==> config.mk <==
export PLATFORM = sky130hd
export DESIGN_NAME = cmd
export DESIGN_NICKNAME = d
export VERILOG_FILES = /design/src/rtl/cmd_pkg.sv /design/src/rtl/cmd_uart_rx.sv /design/src/rtl/cmd.sv
export SDC_FILE = /design/constraint.sdc
export NUM_CORES = 1
export LEC_CHECK = 0
export CELL_PAD_IN_SITES_DETAIL_PLACEMENT = 1
export CELL_PAD_IN_SITES_GLOBAL_PLACEMENT = 1
export CORE_ASPECT_RATIO = 1.2
export CORE_MARGIN = 8
export CORE_UTILIZATION = 45
export DETAILED_ROUTE_END_ITERATION = 10
export PLACE_DENSITY_LB_ADDON = 0.1
export SYNTH_ARGS = -nofsm -noshare
export SYNTH_HDL_FRONTEND = slang
export SYNTH_SLANG_ARGS = --single-unit
==> constraint.sdc <==
create_clock -name clk -period 2.3 [get_ports clk]
set_input_delay 0.345 -clock clk [delete_from_list [all_inputs] [get_ports clk]]
set_output_delay 0.345 -clock clk [all_outputs]
set_load 0.05 [all_outputs]
==> src/rtl/cmd_pkg.sv <==
// cmd_pkg: shared definitions for the UART command parser.
//   - command codes recognised after the escape byte
//   - parser FSM state encoding
//   - UART receiver FSM state encoding
package cmd_pkg;

  localparam logic [7:0] CMD_ESC  = 8'h00;
  localparam logic [7:0] CMD_RST  = 8'hFF;
  localparam logic [7:0] CMD_PAT0 = 8'h10;
  localparam logic [7:0] CMD_PAT1 = 8'h11;

  typedef enum logic [1:0] {
    IDLE = 2'd0,
    CMD  = 2'd1,
    ARG  = 2'd2,
    DATA = 2'd3
  } parse_state_t;

  typedef enum logic [1:0] {
    RX_IDLE  = 2'd0,
    RX_START = 2'd1,
    RX_DATA  = 2'd2,
    RX_STOP  = 2'd3
  } rx_state_t;

endpackage

==> src/rtl/cmd_uart_rx.sv <==
// uart_rx: 8N1 UART receiver, LSB first, mid-bit sampling.
// Ports:
//   clk   - system clock
//   rst   - asynchronous active-high reset
//   din   - raw serial line (idle high), synchronised internally
//   data  - received byte, stable while valid is high
//   valid - one-cycle strobe for a byte whose stop bit was high
// Parameter CLKS_PER_BIT: clk cycles per UART bit.
module uart_rx #(
  parameter int CLKS_PER_BIT = 868
) (
  input  logic       clk,
  input  logic       rst,
  input  logic       din,
  output logic [7:0] data,
  output logic       valid
);
  import cmd_pkg::*;

  localparam int CW = (CLKS_PER_BIT > 2) ? $clog2(CLKS_PER_BIT) : 2;
  localparam logic [CW-1:0] HALF = CW'(CLKS_PER_BIT / 2 - 1);
  localparam logic [CW-1:0] FULL = CW'(CLKS_PER_BIT - 1);

  logic          sync1_q, sync2_q, prev_q;
  rx_state_t     state_q, state_d;
  logic [CW-1:0] clkCnt_q, clkCnt_d;
  logic [2:0]    bitIdx_q, bitIdx_d;
  logic [7:0]    shift_q, shift_d;
  logic          valid_q, valid_d;

  // Synchroniser plus one extra flop so a true falling edge can be seen;
  // all three reset to the idle-high line level.
  always_ff @(posedge clk or posedge rst) begin
    if (rst) begin
      sync1_q <= 1'b1;
      sync2_q <= 1'b1;
      prev_q  <= 1'b1;
    end else begin
      sync1_q <= din;
      sync2_q <= sync1_q;
      prev_q  <= sync2_q;
    end
  end

  always_ff @(posedge clk or posedge rst) begin
    if (rst) begin
      state_q  <= RX_IDLE;
      clkCnt_q <= '0;
      bitIdx_q <= '0;
      shift_q  <= '0;
      valid_q  <= 1'b0;
    end else begin
      state_q  <= state_d;
      clkCnt_q <= clkCnt_d;
      bitIdx_q <= bitIdx_d;
      shift_q  <= shift_d;
      valid_q  <= valid_d;
    end
  end

  // Start is armed only by a high-to-low transition, so a low stop bit
  // left on the line does not immediately look like a new start bit.
  always_comb begin
    state_d  = state_q;
    clkCnt_d = clkCnt_q;
    bitIdx_d = bitIdx_q;
    shift_d  = shift_q;
    valid_d  = 1'b0;
    case (state_q)
      RX_IDLE: begin
        clkCnt_d = '0;
        bitIdx_d = '0;
        if (prev_q && !sync2_q) state_d = RX_START;
      end
      RX_START: begin
        if (clkCnt_q == HALF) begin
          clkCnt_d = '0;
          state_d  = sync2_q ? RX_IDLE : RX_DATA;
        end else begin
          clkCnt_d = clkCnt_q + CW'(1);
        end
      end
      RX_DATA: begin
        if (clkCnt_q == FULL) begin
          clkCnt_d = '0;
          shift_d  = {sync2_q, shift_q[7:1]};
          bitIdx_d = bitIdx_q + 3'd1;
          if (bitIdx_q == 3'd7) state_d = RX_STOP;
        end else begin
          clkCnt_d = clkCnt_q + CW'(1);
        end
      end
      RX_STOP: begin
        if (clkCnt_q == FULL) begin
          clkCnt_d = '0;
          valid_d  = sync2_q;
          state_d  = RX_IDLE;
        end else begin
          clkCnt_d = clkCnt_q + CW'(1);
        end
      end
      default: state_d = RX_IDLE;
    endcase
  end

  assign data  = shift_q;
  assign valid = valid_q;

endmodule

==> src/rtl/cmd.sv <==
// cmd: UART byte-stream command parser.
// Frames: 0x00 escapes into command mode (0xFF reset pulse, 0x10/0x11 set a
// pattern register from the next byte); a nonzero first byte N announces N
// payload bytes that are forwarded on data_out/data_valid.
// Ports:
//   clk, rst   - clock, asynchronous active-high reset
//   din        - UART receive line
//   rst_out    - one-cycle pulse on the reset command
//   data_out   - payload byte, qualified by data_valid
//   data_valid - one-cycle payload strobe
//   pattern0/1 - registers written by commands 0x10/0x11
module cmd #(
  parameter int CLKS_PER_BIT = 868
) (
  input  logic       clk,
  input  logic       rst,
  input  logic       din,
  output logic       rst_out,
  output logic [7:0] data_out,
  output logic       data_valid,
  output logic [7:0] pattern0,
  output logic [7:0] pattern1
);
  import cmd_pkg::*;

  logic [7:0]   rxData;
  logic         rxValid;

  parse_state_t state_q, state_d;
  logic [7:0]   cnt_q, cnt_d;
  logic         code_q, code_d;
  logic [7:0]   pattern0_q, pattern0_d;
  logic [7:0]   pattern1_q, pattern1_d;
  logic         rstOut_q, rstOut_d;
  logic         dataValid_q, dataValid_d;
  logic [7:0]   dataOut_q, dataOut_d;

  uart_rx #(.CLKS_PER_BIT(CLKS_PER_BIT)) u_rx (
    .clk   (clk),
    .rst   (rst),
    .din   (din),
    .data  (rxData),
    .valid (rxValid)
  );

  always_ff @(posedge clk or posedge rst) begin
    if (rst) begin
      state_q     <= IDLE;
      cnt_q       <= '0;
      code_q      <= 1'b0;
      pattern0_q  <= '0;
      pattern1_q  <= '0;
      rstOut_q    <= 1'b0;
      dataValid_q <= 1'b0;
      dataOut_q   <= '0;
    end else begin
      state_q     <= state_d;
      cnt_q       <= cnt_d;
      code_q      <= code_d;
      pattern0_q  <= pattern0_d;
      pattern1_q  <= pattern1_d;
      rstOut_q    <= rstOut_d;
      dataValid_q <= dataValid_d;
      dataOut_q   <= dataOut_d;
    end
  end

  // code_q only needs to tell the two pattern commands apart: 1 selects
  // pattern1. data_out keeps the last payload byte between strobes.
  always_comb begin
    state_d     = state_q;
    cnt_d       = cnt_q;
    code_d      = code_q;
    pattern0_d  = pattern0_q;
    pattern1_d  = pattern1_q;
    rstOut_d    = 1'b0;
    dataValid_d = 1'b0;
    dataOut_d   = dataOut_q;
    if (rxValid) begin
      case (state_q)
        IDLE: begin
          if (rxData == CMD_ESC) begin
            state_d = CMD;
          end else begin
            cnt_d   = rxData;
            state_d = DATA;
          end
        end
        CMD: begin
          state_d = IDLE;
          if (rxData == CMD_RST) begin
            rstOut_d = 1'b1;
          end else if (rxData == CMD_PAT0 || rxData == CMD_PAT1) begin
            code_d  = (rxData == CMD_PAT1);
            state_d = ARG;
          end
        end
        ARG: begin
          if (code_q) pattern1_d = rxData;
          else        pattern0_d = rxData;
          state_d = IDLE;
        end
        DATA: begin
          dataOut_d   = rxData;
          dataValid_d = 1'b1;
          cnt_d       = cnt_q - 8'd1;
          if (cnt_q == 8'd1) state_d = IDLE;
        end
        default: state_d = IDLE;
      endcase
    end
  end

  assign rst_out    = rstOut_q;
  assign data_out   = dataOut_q;
  assign data_valid = dataValid_q;
  assign pattern0   = pattern0_q;
  assign pattern1   = pattern1_q;

endmodule

==> results.md <==
- Run status: finished clean
- # IOs: 29
- Worst rel slew slack: approximately 66%
- Setup tns final: 0 ns
- CP delay by family, top: simple AND/OR/NAND/NOR gates
- Vias in the first global route: about 2300
- Layout fillers: ~700
- CTS sink cnt: 64
- CTS tree: yes
- Worst setup EP type: register
- Total die area: roughly 9200 µm²
- Max cap viols: 0
- Grt met3 use: roughly 2.5%
- Initial Utilization: between 40% and 50%
- CP bufs+invs: 0
- Met2 usage: between 20 and 30%
- Post-route insts no fill: 391
- Switching Fraction: about a quarter
- Routed via count: ~2100
- Die height: between 100 and 150 µm
- Slew of the pin with the lowest slew margin: approximately 0.5 ns
- Fin crit share: 88.1%
- Core Util, Final: 56.0%
- Mapped Cells: approximately 260
- NetSw: 552 µW
- Resize count post-CTS: 0
- Clk slew on worst S/H paths: roughly 0.06 ns
- Crit Path Max Fanout: 8
- Share of cells above drive strength 1: about 22%
- Skew-Pair Late Insertion Delay: 0.34 ns
- Crit-path slowest cell: or4_4
- CP peak stage delay: 0.59 ns
- Placer Congestion: about 0.8
- Clock root buffer master: clkbuf_8
- DRC errors left: 0
- Setup violators final: 0
- Design area: 3520 µm²
- FF+latch count, synth: 64
- Htree depth: 3
- Max VDD drop: between 0.0004 and 0.0005 V
- Hold buffer count at cts: 0
- Setup Skew: 0.00525 ns
- Cell Area, Placed: between 3000 and 4000 µm²
- PwrDens: between 600 and 700 nW/µm²
- Synth Cell Area: 2870 µm²
- Initial antenna violation count: 0
- Post-route minimum period: ~2.0 ns
- WL/cell: roughly 17 µm
- Core area: 6290 µm²
- CP required: 2.53 ns
- Initial DRC count: between 100 and 150
- Fmax: approximately 500 MHz
- 1st-pass router iterations: 4
- Top_reg_cell synth: dfrtp_1
- First-pass GRT wire length: 11300 µm
- Final HPWL from detailed placement: between 4000 and 5000 µm
- Busiest grt layer: met2
- Site row count: 32
- Synth Warn #: 0
- Pin count of the biggest net entering global routing: 37
- Sequential share of the synthesized area: 56.0%
- Final WL: roughly 6700 µm
- Via density: roughly 5.4
- Total chip power: around 2.3 mW
- Static leakage: between 1.5 and 2 nW
- Avg Inst Size Synth: ~11 µm²
- WHS: between 0.3 and 0.4 ns
- Power share of the clock group: 40.6%
- # port buffers: 28
- Internal power: 1.76 mW
- Post-synth EDFFs: 0
- Final hold viol count: 0
- Max Root-Sink Buffers: 2
- RSZ-0062 raised after global routing: false
- CP Data Arrival Time: approximately 2.3 ns
- Count of cell types in the netlist: 44
- Logic pwr share: a little over 6%
- Ys async rst share: 100%
- Worst Hold Class: register to register
- Setup slack at placement: 0.288 ns
- Flop pwr share: around 53%
- PnR worst setup slack: roughly 0.27 ns
- CP Launch Type: register
- Setup Buffers After CTS: 0
- Syn-to-layout area delta: 22.8%
- Syn Nets: roughly 270
- Num CTS Buffers: 9
- Gr usage total: around 17%
- Ant diodes: 0
- Fin. max-slew vios: 0
- GRT overflow: 0
- M1 GR Usage: between 10% and 20%
- Die width: a little under 90 µm
- Critical path class: register to register
- Cells after DPL: between 300 and 400
- CP cell instances: or4_4 > or4_4 > a22o_1 > a22o_1
- Final Net Count: 310
- Post-route ant nets: 0
-- kinds of logic after synthesis --
family / after synthesis / share of synthesized area, %
buffers and inverters: 20 / 2.84
adder cells (fa/ha/maj): 6 / 2.62
XOR/XNOR: 7 / 2.14
AO/OA/AOI/OAI: 33 / 8.78
AND/OR/NAND/NOR: 100 / 17.0
multiplexers: 27 / 10.6
flip-flops: 64 / 56.0
-- sequential cells by signal, indices dropped and copies added (netlist names), named ones only --
| register | flops |
|---|---|
| data_out | 8 |
| u_rx.sync1_q | 1 |
| u_rx.state_q | 1 |
| pattern0 | 8 |
| u_rx.data | 8 |
| cnt_q | 8 |
| u_rx.bitIdx_q | 3 |
| data_valid | 1 |
| u_rx.valid | 1 |
| pattern1 | 8 |
| u_rx.prev_q | 1 |
| u_rx.sync2_q | 1 |
| u_rx.clkCnt_q | 10 |
| state_q | 2 |
| rst_out | 1 |
| code_q | 1 |
-- area by class of cell --
| class | count | area [µm²] | area share, % |
|---|---|---|---|
| Sequential cell | 64 | 1610 | 45.6 |
| Multi-Input combinational cell | 173 | 1180 | 33.5 |
| Timing Repair Buffer | 45 | 408 | 11.6 |
| Clock buffer | 13 | 149 | 4.23 |
| Tap cell | 85 | 106 | 3.02 |
| Clock inverter | 3 | 42.5 | 1.21 |
| Inverter | 8 | 30.0 | 0.853 |
-- placed cells by master (no fill, tap or decap), types with 2 or more instances in the layout --
cell type	count
a2bb2oi_1	2
dfstp_2	3
dfrtp_1	61
nor3_1	6
a31oi_1	3
nand4_1	7
o21ai_0	6
nor2_1	19
a22o_1	6
mux2_2	26
a21o_1	2
buf_4	17
or4_4	2
inv_1	7
nand2_1	40
clkbuf_1	3
a31o_2	2
xor2_1	4
and3_1	3
nand3b_1	2
xnor2_1	3
nand3_1	9
nor3b_1	4
clkdlybuf4s50_1	28
clkbuf_8	10
ha_1	6
a21oi_1	2
-- synth_stat cells (all sizes together) (2+ instances only) --
cell	instances	area, µm²
dfrtp	61	1530
nand2	40	150
mux2	26	293
nor2	19	71.3
nand3	9	45.0
inv	8	30.0
clkbuf	7	26.3
nand4	7	43.8
nor3	7	40.0
o21ai	7	38.8
a22o	6	52.6
ha	6	75.1
buf	5	25.0
nor3b	4	30.0
xor2	4	35.0
a31oi	3	18.8
and3	3	18.8
dfstp	3	78.8
or4	3	30.0
xnor2	3	26.3
a21o	2	15.0
a21oi	2	10.0
a2bb2oi	2	17.5
a31o	2	17.5
and2	2	12.5
nand3b	2	15.0
o311ai	2	25.0
-- final timing paths --
kind,from,to,slack [ns],cells past startpoint
worst max-delay path,u_rx.data[5],state_q[1],0.27,4
worst min-delay path,u_rx.sync1_q,u_rx.sync2_q,0.36,0
max in group asynchronous,rst,cnt_q[7],1.53,3
min in group asynchronous,rst,u_rx.clkCnt_q[3],0.39,3
worst max register to register,u_rx.data[5],state_q[1],0.27,4
worst min register to register,u_rx.sync1_q,u_rx.sync2_q,0.36,0
-- power by group through the flow --
| stage | Clock (mW) | Combinational (mW) | Sequential, mW |
|---|---|---|---|
| detailed placement | 0 | 0.148 | 1.25 |
| floorplan | 0 | 0.113 | 1.23 |
| CTS | 0.971 | 0.149 | 1.23 |
| global placement | 0 | 0.143 | 1.25 |
| finish | 0.939 | 0.143 | 1.23 |
| global route | 1.00 | 0.170 | 1.24 |
-- routing by layer --
metal  vias up  share of wire, %
li1        999                 -
met1      1092                42
met2        23                53
met3         9               2.5
met4         0               1.8
met5         -                 0
-- worst reg2reg max path: stages (launching register included) --
cell and delay (ns):
dfrtp_1 0.48, or4_4 0.59, or4_4 0.44, a22o_1 0.19
a22o_1 0.22
Note: power is estimated with default switching activity, not from simulation.
